$ cat config.mk
export PLATFORM = sky130hd
export DESIGN_NAME = uart_tx_ctrl_flat
export DESIGN_NICKNAME = d
export VERILOG_FILES = /design/src/rtl/uart_tx_ctrl_if.sv /design/src/rtl/uart_tx_ctrl.sv /design/src/flat_wrapper.sv
export SDC_FILE = /design/constraint.sdc
export NUM_CORES = 1
export LEC_CHECK = 0
export CORE_MARGIN = 2
export CORE_UTILIZATION = 35
export DETAILED_ROUTE_END_ITERATION = 8
export PLACE_DENSITY = 0.63
export SLEW_MARGIN = 20
export SYNTH_ARGS = -nofsm -noshare
export SYNTH_HDL_FRONTEND = slang
export SYNTH_SLANG_ARGS = --single-unit
$ cat constraint.sdc
create_clock -name clk -period 2.2 [get_ports clk]
set_clock_uncertainty 0.1 [all_clocks]
set_input_delay 0.44 -clock clk [delete_from_list [all_inputs] [get_ports clk]]
set_output_delay 0.44 -clock clk [all_outputs]
set_load 0.02 [all_outputs]
$ cat src/rtl/uart_tx_ctrl_if.sv
// Request and serial-line signals between a UART TX requester and uart_tx_ctrl.
interface uart_tx_ctrl_if #(parameter int WIDTH = 8);
  logic             Data_valid;
  logic [WIDTH-1:0] P_data;
  logic             Par_en;
  logic             Par_type;
  logic             TX_OUT;
  logic             Busy;

  modport master (output Data_valid, P_data, Par_en, Par_type, input TX_OUT, Busy);
  modport slave  (input Data_valid, P_data, Par_en, Par_type, output TX_OUT, Busy);
endinterface

$ cat src/rtl/uart_tx_ctrl.sv
// UART transmit controller: start, WIDTH data bits LSB-first, optional parity, stop.
// Outputs are registered together with the next state, so each bit shows the cycle after its edge.
module uart_tx_ctrl #(
  parameter int WIDTH = 8
) (
  input logic          clk,
  input logic          rst,
  uart_tx_ctrl_if.slave bus
);
  localparam int CW = (WIDTH > 1) ? $clog2(WIDTH) : 1;

  typedef enum logic [2:0] {IDLE, START, DATA, PARITY, STOP} state_t;

  state_t           state;
  logic [CW-1:0]    cnt;
  logic [WIDTH-1:0] shift;
  logic             par_en_q;
  logic             par_bit;
  logic             tx_q;
  logic             busy_q;
  logic             accept;

  assign accept     = ((state == IDLE) || (state == STOP)) && bus.Data_valid;
  assign bus.TX_OUT = tx_q;
  assign bus.Busy   = busy_q;

  always_ff @(posedge clk) begin
    if (rst) begin
      state    <= IDLE;
      cnt      <= '0;
      shift    <= '0;
      par_en_q <= 1'b0;
      par_bit  <= 1'b0;
      tx_q     <= 1'b1;
      busy_q   <= 1'b0;
    end else begin
      case (state)
        IDLE, STOP: begin
          if (accept) begin
            state    <= START;
            shift    <= bus.P_data;
            par_en_q <= bus.Par_en;
            par_bit  <= bus.Par_type ? ~^bus.P_data : ^bus.P_data;
            tx_q     <= 1'b0;
            busy_q   <= 1'b1;
          end else begin
            state  <= IDLE;
            tx_q   <= 1'b1;
            busy_q <= 1'b0;
          end
        end
        // The first data bit is put on the line here, so DATA is entered already showing bit 0.
        START: begin
          state  <= DATA;
          cnt    <= '0;
          tx_q   <= shift[0];
          shift  <= shift >> 1;
          busy_q <= 1'b1;
        end
        DATA: begin
          busy_q <= 1'b1;
          if (cnt == CW'(WIDTH - 1)) begin
            if (par_en_q) begin
              state <= PARITY;
              tx_q  <= par_bit;
            end else begin
              state <= STOP;
              tx_q  <= 1'b1;
            end
          end else begin
            cnt   <= cnt + 1'b1;
            tx_q  <= shift[0];
            shift <= shift >> 1;
          end
        end
        PARITY: begin
          state  <= STOP;
          tx_q   <= 1'b1;
          busy_q <= 1'b1;
        end
        default: begin
          state  <= IDLE;
          tx_q   <= 1'b1;
          busy_q <= 1'b0;
        end
      endcase
    end
  end
endmodule

$ cat src/flat_wrapper.sv
// flat-port wrapper written by rule: the top's interface ports become plain ports
module uart_tx_ctrl_flat 
#(
  parameter int WIDTH = 8
)
  (clk, rst, bus_Data_valid, bus_P_data, bus_Par_en, bus_Par_type, bus_TX_OUT, bus_Busy);
  uart_tx_ctrl_if #(.WIDTH(WIDTH)) bus_i ();
  input logic clk;
  input logic rst;
  input wire logic [$bits(bus_i.Data_valid)-1:0] bus_Data_valid;
  input wire logic [$bits(bus_i.P_data)-1:0] bus_P_data;
  input wire logic [$bits(bus_i.Par_en)-1:0] bus_Par_en;
  input wire logic [$bits(bus_i.Par_type)-1:0] bus_Par_type;
  output wire logic [$bits(bus_i.TX_OUT)-1:0] bus_TX_OUT;
  output wire logic [$bits(bus_i.Busy)-1:0] bus_Busy;
  assign bus_i.Data_valid = bus_Data_valid;
  assign bus_i.P_data = bus_P_data;
  assign bus_i.Par_en = bus_Par_en;
  assign bus_i.Par_type = bus_Par_type;
  assign bus_TX_OUT = bus_i.TX_OUT;
  assign bus_Busy = bus_i.Busy;
  uart_tx_ctrl #(.WIDTH(WIDTH)) u_core (.clk(clk), .rst(rst), .bus(bus_i));
endmodule
==> results_dict.tcl <==
set metrics [dict create \
    postSynth.asyncResetShare 0 \
    post_synth_inst_count 98 \
    netlist.top_cell.by_area "sky130_fd_sc_hd__dfxtp_1" \
    shortest_period_the_worst_path_allows_ns 2.02 \
    crit_top_cell "sky130_fd_sc_hd__ha_1" \
    worstRegToRegCells 6 \
    vias_per_cell 5.09 \
    chipWidth_um 55.6 \
    pin_count 15 \
    flow.area_growth_from_synthesis_pct 20.2 \
    cts_root_buffer "sky130_fd_sc_hd__clkbuf_4" \
    post_synth_num_cell_types 32 \
    syn-cell-area_um2 933 \
    cts_post_setup_buffers_inserted 0 \
    ys_ff_latch 18 \
    tns_ns 0 \
    timing.max_slew.rel_slack 0.719 \
    yosysWarnings 0 \
    critPathCapture "u_core.shift[4]" \
    cp_top_family "simple AND/OR/NAND/NOR gates" \
    die-height_um 55.6 \
    setup-violations-final 0 \
    rsz_0062_raised_after_global_routing "false" \
    tightest_slew_ns 0.419 \
    worst-r2r-setup-slack_ns 0.18 \
    numClockSinks 18 \
    n_fill_cell 249 \
    final_layout_size_suffix_gt1_frac 0.107 \
    power_per_cell_area_nw_per_um2 681 \
    seq_area_frac_synth 0.386 \
    initial_cell_density_of_the_core 0.373 \
    route.antenna.remaining_nets 0 \
    leakage_nw 0.425 \
    overflow 0 \
    design_power_total_uw 764 \
    h-tree-depth 1 \
    critical_path.startpoint_type "flip-flop" \
    cts_tree "built" \
    nNetsFinal 129 \
    cts_resized 0 \
    gpl.final_weighted_congestion 0.718 \
    synthDominantCellAreaShare 0.386 \
    worst_ir_drop_vdd_mv 0.305 \
    worst_path_max_delay_cell "sky130_fd_sc_hd__or4b_4" \
    timing_worst_setup_path_type "reg -> reg" \
    worstPathBufferInverterCount 0 \
    synth_top_cells_by_area "sky130_fd_sc_hd__dfxtp_1 39%, sky130_fd_sc_hd__mux2i_1 8.6%, sky130_fd_sc_hd__nor2_1 5.2%, sky130_fd_sc_hd__a211oi_1 4.8%, sky130_fd_sc_hd__a21oi_1 3.8%" \
    detailed_place.area_um2 1090 \
    cp.arrival_ns 2.12 \
    largest_net_degree_at_the_start_of_global_routing 16 \
    global_route_wire_length_before_repair_mm 3.13 \
    dp_hpwl_mm 1.34 \
    via_count 723 \
    wirelength_mm 1.74 \
    min_period_over_period 0.920 \
    tritoncts.num_buffers 3 \
    first_iter_violations 9 \
    cts.hold.buffers_added 0 \
    synth.avg_cell_area_um2 9.52 \
    track_usage 0.127 \
    timing.critical_path.required_ns 2.30 \
    pre_repair_dr_iteration_count 4 \
    cts.clk_slew.worst_paths_ns 0.10 \
    max_freq_mhz 494 \
    timing.critical_path.slowest_cell_delay_ns 0.54 \
    max_cap_viol_count 0 \
    antenna_found_initial 0 \
    finalHoldWorstSlack_ns 0.364 \
    timing.critical_path.fanout_max 15 \
    clock_latency_ns 0.28 \
    post-route-cell-area_um2 1120 \
    cts-root-to-sink-buffers 2 \
    rr_startpoint "u_core.cnt[0]" \
    ys.flop_type "sky130_fd_sc_hd__dfxtp_1" \
    run_status "complete, no violations" \
    remaining_drc_errors 0 \
    final-hold-violation-count 0 \
    num_rows 18 \
    cp-startpoint "u_core.cnt[0]" \
    synth_fp_nets 113 \
    antenna_cells_inserted 0 \
    worst_r2r_endpoint "u_core.shift[4]" \
    die-area_um2 3100 \
    critical_path_depth_in_cells 6 \
    port_buffers 14 \
    crit_path_end_kind "flip-flop" \
    synth_enable_flop_cells 0 \
    crit_path_cell_trace "ha_1, ha_1, or4b_4, o211ai_4, nor2_1, a211oi_1" \
    slew_viol_final 0 \
    grt_pass1_vias 741 \
    min_path_type "reg -> reg" \
    core_region_area_um2 2500 \
    wire_per_inst_um 12.2 \
]
## worst min path at each step
| stage | depth (start not counted) | slack [ns] | from | to |
|---|---|---|---|---|
| floorplan | 2 | 0.34 | u_core.cnt[1] | u_core.cnt[1] |
| global placement | 2 | 0.34 | u_core.cnt[2] | u_core.cnt[2] |
| detailed placement | 2 | 0.35 | u_core.cnt[1] | u_core.cnt[1] |
| CTS | 2 | 0.36 | u_core.cnt[1] | u_core.cnt[1] |
| global route | 2 | 0.40 | u_core.cnt[1] | u_core.cnt[1] |
| finish | 2 | 0.36 | u_core.cnt[1] | u_core.cnt[1] |
## tightest hold or removal path, cell delays in order (launching register included)
cell,delay (ns)
sky130_fd_sc_hd__dfxtp_1,0.33
sky130_fd_sc_hd__nand2_1,0.05
sky130_fd_sc_hd__a21oi_1,0.05
## metrics by stage
step | instances | setup WS, ns | util
global route | 142 | 0.00678 | 0.449
floorplan | 98 | 0.308 | -
global placement | 139 | 0.133 | 0.436
CTS | 142 | 0.101 | 0.445
finish | 142 | 0.176 | 0.449
detailed placement | 139 | 0.126 | 0.436
## where the power goes
part	switching, mW	internal, mW	leakage [nW]	total, mW
Combinational	0.105	0.112	0.263	0.217
Clock	0.0953	0.0636	0.0138	0.159
Sequential	0.0246	0.364	0.148	0.388
Total	0.225	0.539	0.425	0.764
## cell type report
class	count	area [um^2]	area share
tap	30	37.5	0.0334
multi-input combinational	72	536	0.477
inverter	3	11.3	0.0100
sequential	18	360	0.321
clock buffer	3	22.5	0.0201
timing repair buffer	16	155	0.138
## synth_stat cells, drive strengths merged (2+ instances only)
library cell and number:
dfxtp 18, nor2 13, a211oi 8, a21oi 8
mux2i 8, nand2 5, nand2b 4, buf 3
inv 3, nand3b 3, o211ai 3, xnor2 3
clkbuf 2, ha 2, nand3 2, or3b 2
xor2 2
## state kept, by name, summed over array words and instances (netlist names)
register and count:
u_core.cnt 3, u_core.shift 8, u_core.bus.Busy 1, u_core.bus.TX_OUT 1, u_core.par_bit 1, u_core.state 3, u_core.par_en_q 1
## metal layers
layer  track usage  wire length [um]  vias to the layer above
li1              -                 -                      381
met1         0.154               811                      328
met2         0.209               842                       12
met3        0.0465                72                        2
met4        0.0418                12                        0
met5             0                 0                        -
## cell families after synthesis
group	count (synthesis)	synth area share
simple gates	32	0.182
compound gates	24	0.198
flops	18	0.386
buf+inv	8	0.0496
mux	8	0.0858
xor+xnor	6	0.0711
fa+ha+maj	2	0.0268
## placed cells by master, fill, tap and decap left out, drive strengths merged
master / count
dfxtp: 18
clkdlybuf4s50: 14
nor2: 13
mux2i: 8
a21oi: 8
a211oi: 8
nand2: 5
nand2b: 4
inv: 3
xnor2: 3
nand3b: 3
clkbuf: 3
o211ai: 3
xor2: 2
nand3: 2
ha: 2
buf: 2
or3b: 2
a21o: 1
or4b: 1
nor3: 1
a31oi: 1
xnor3: 1
o2111ai: 1
o21bai: 1
o22ai: 1
and3: 1
Power figures use the tool's default switching activity.
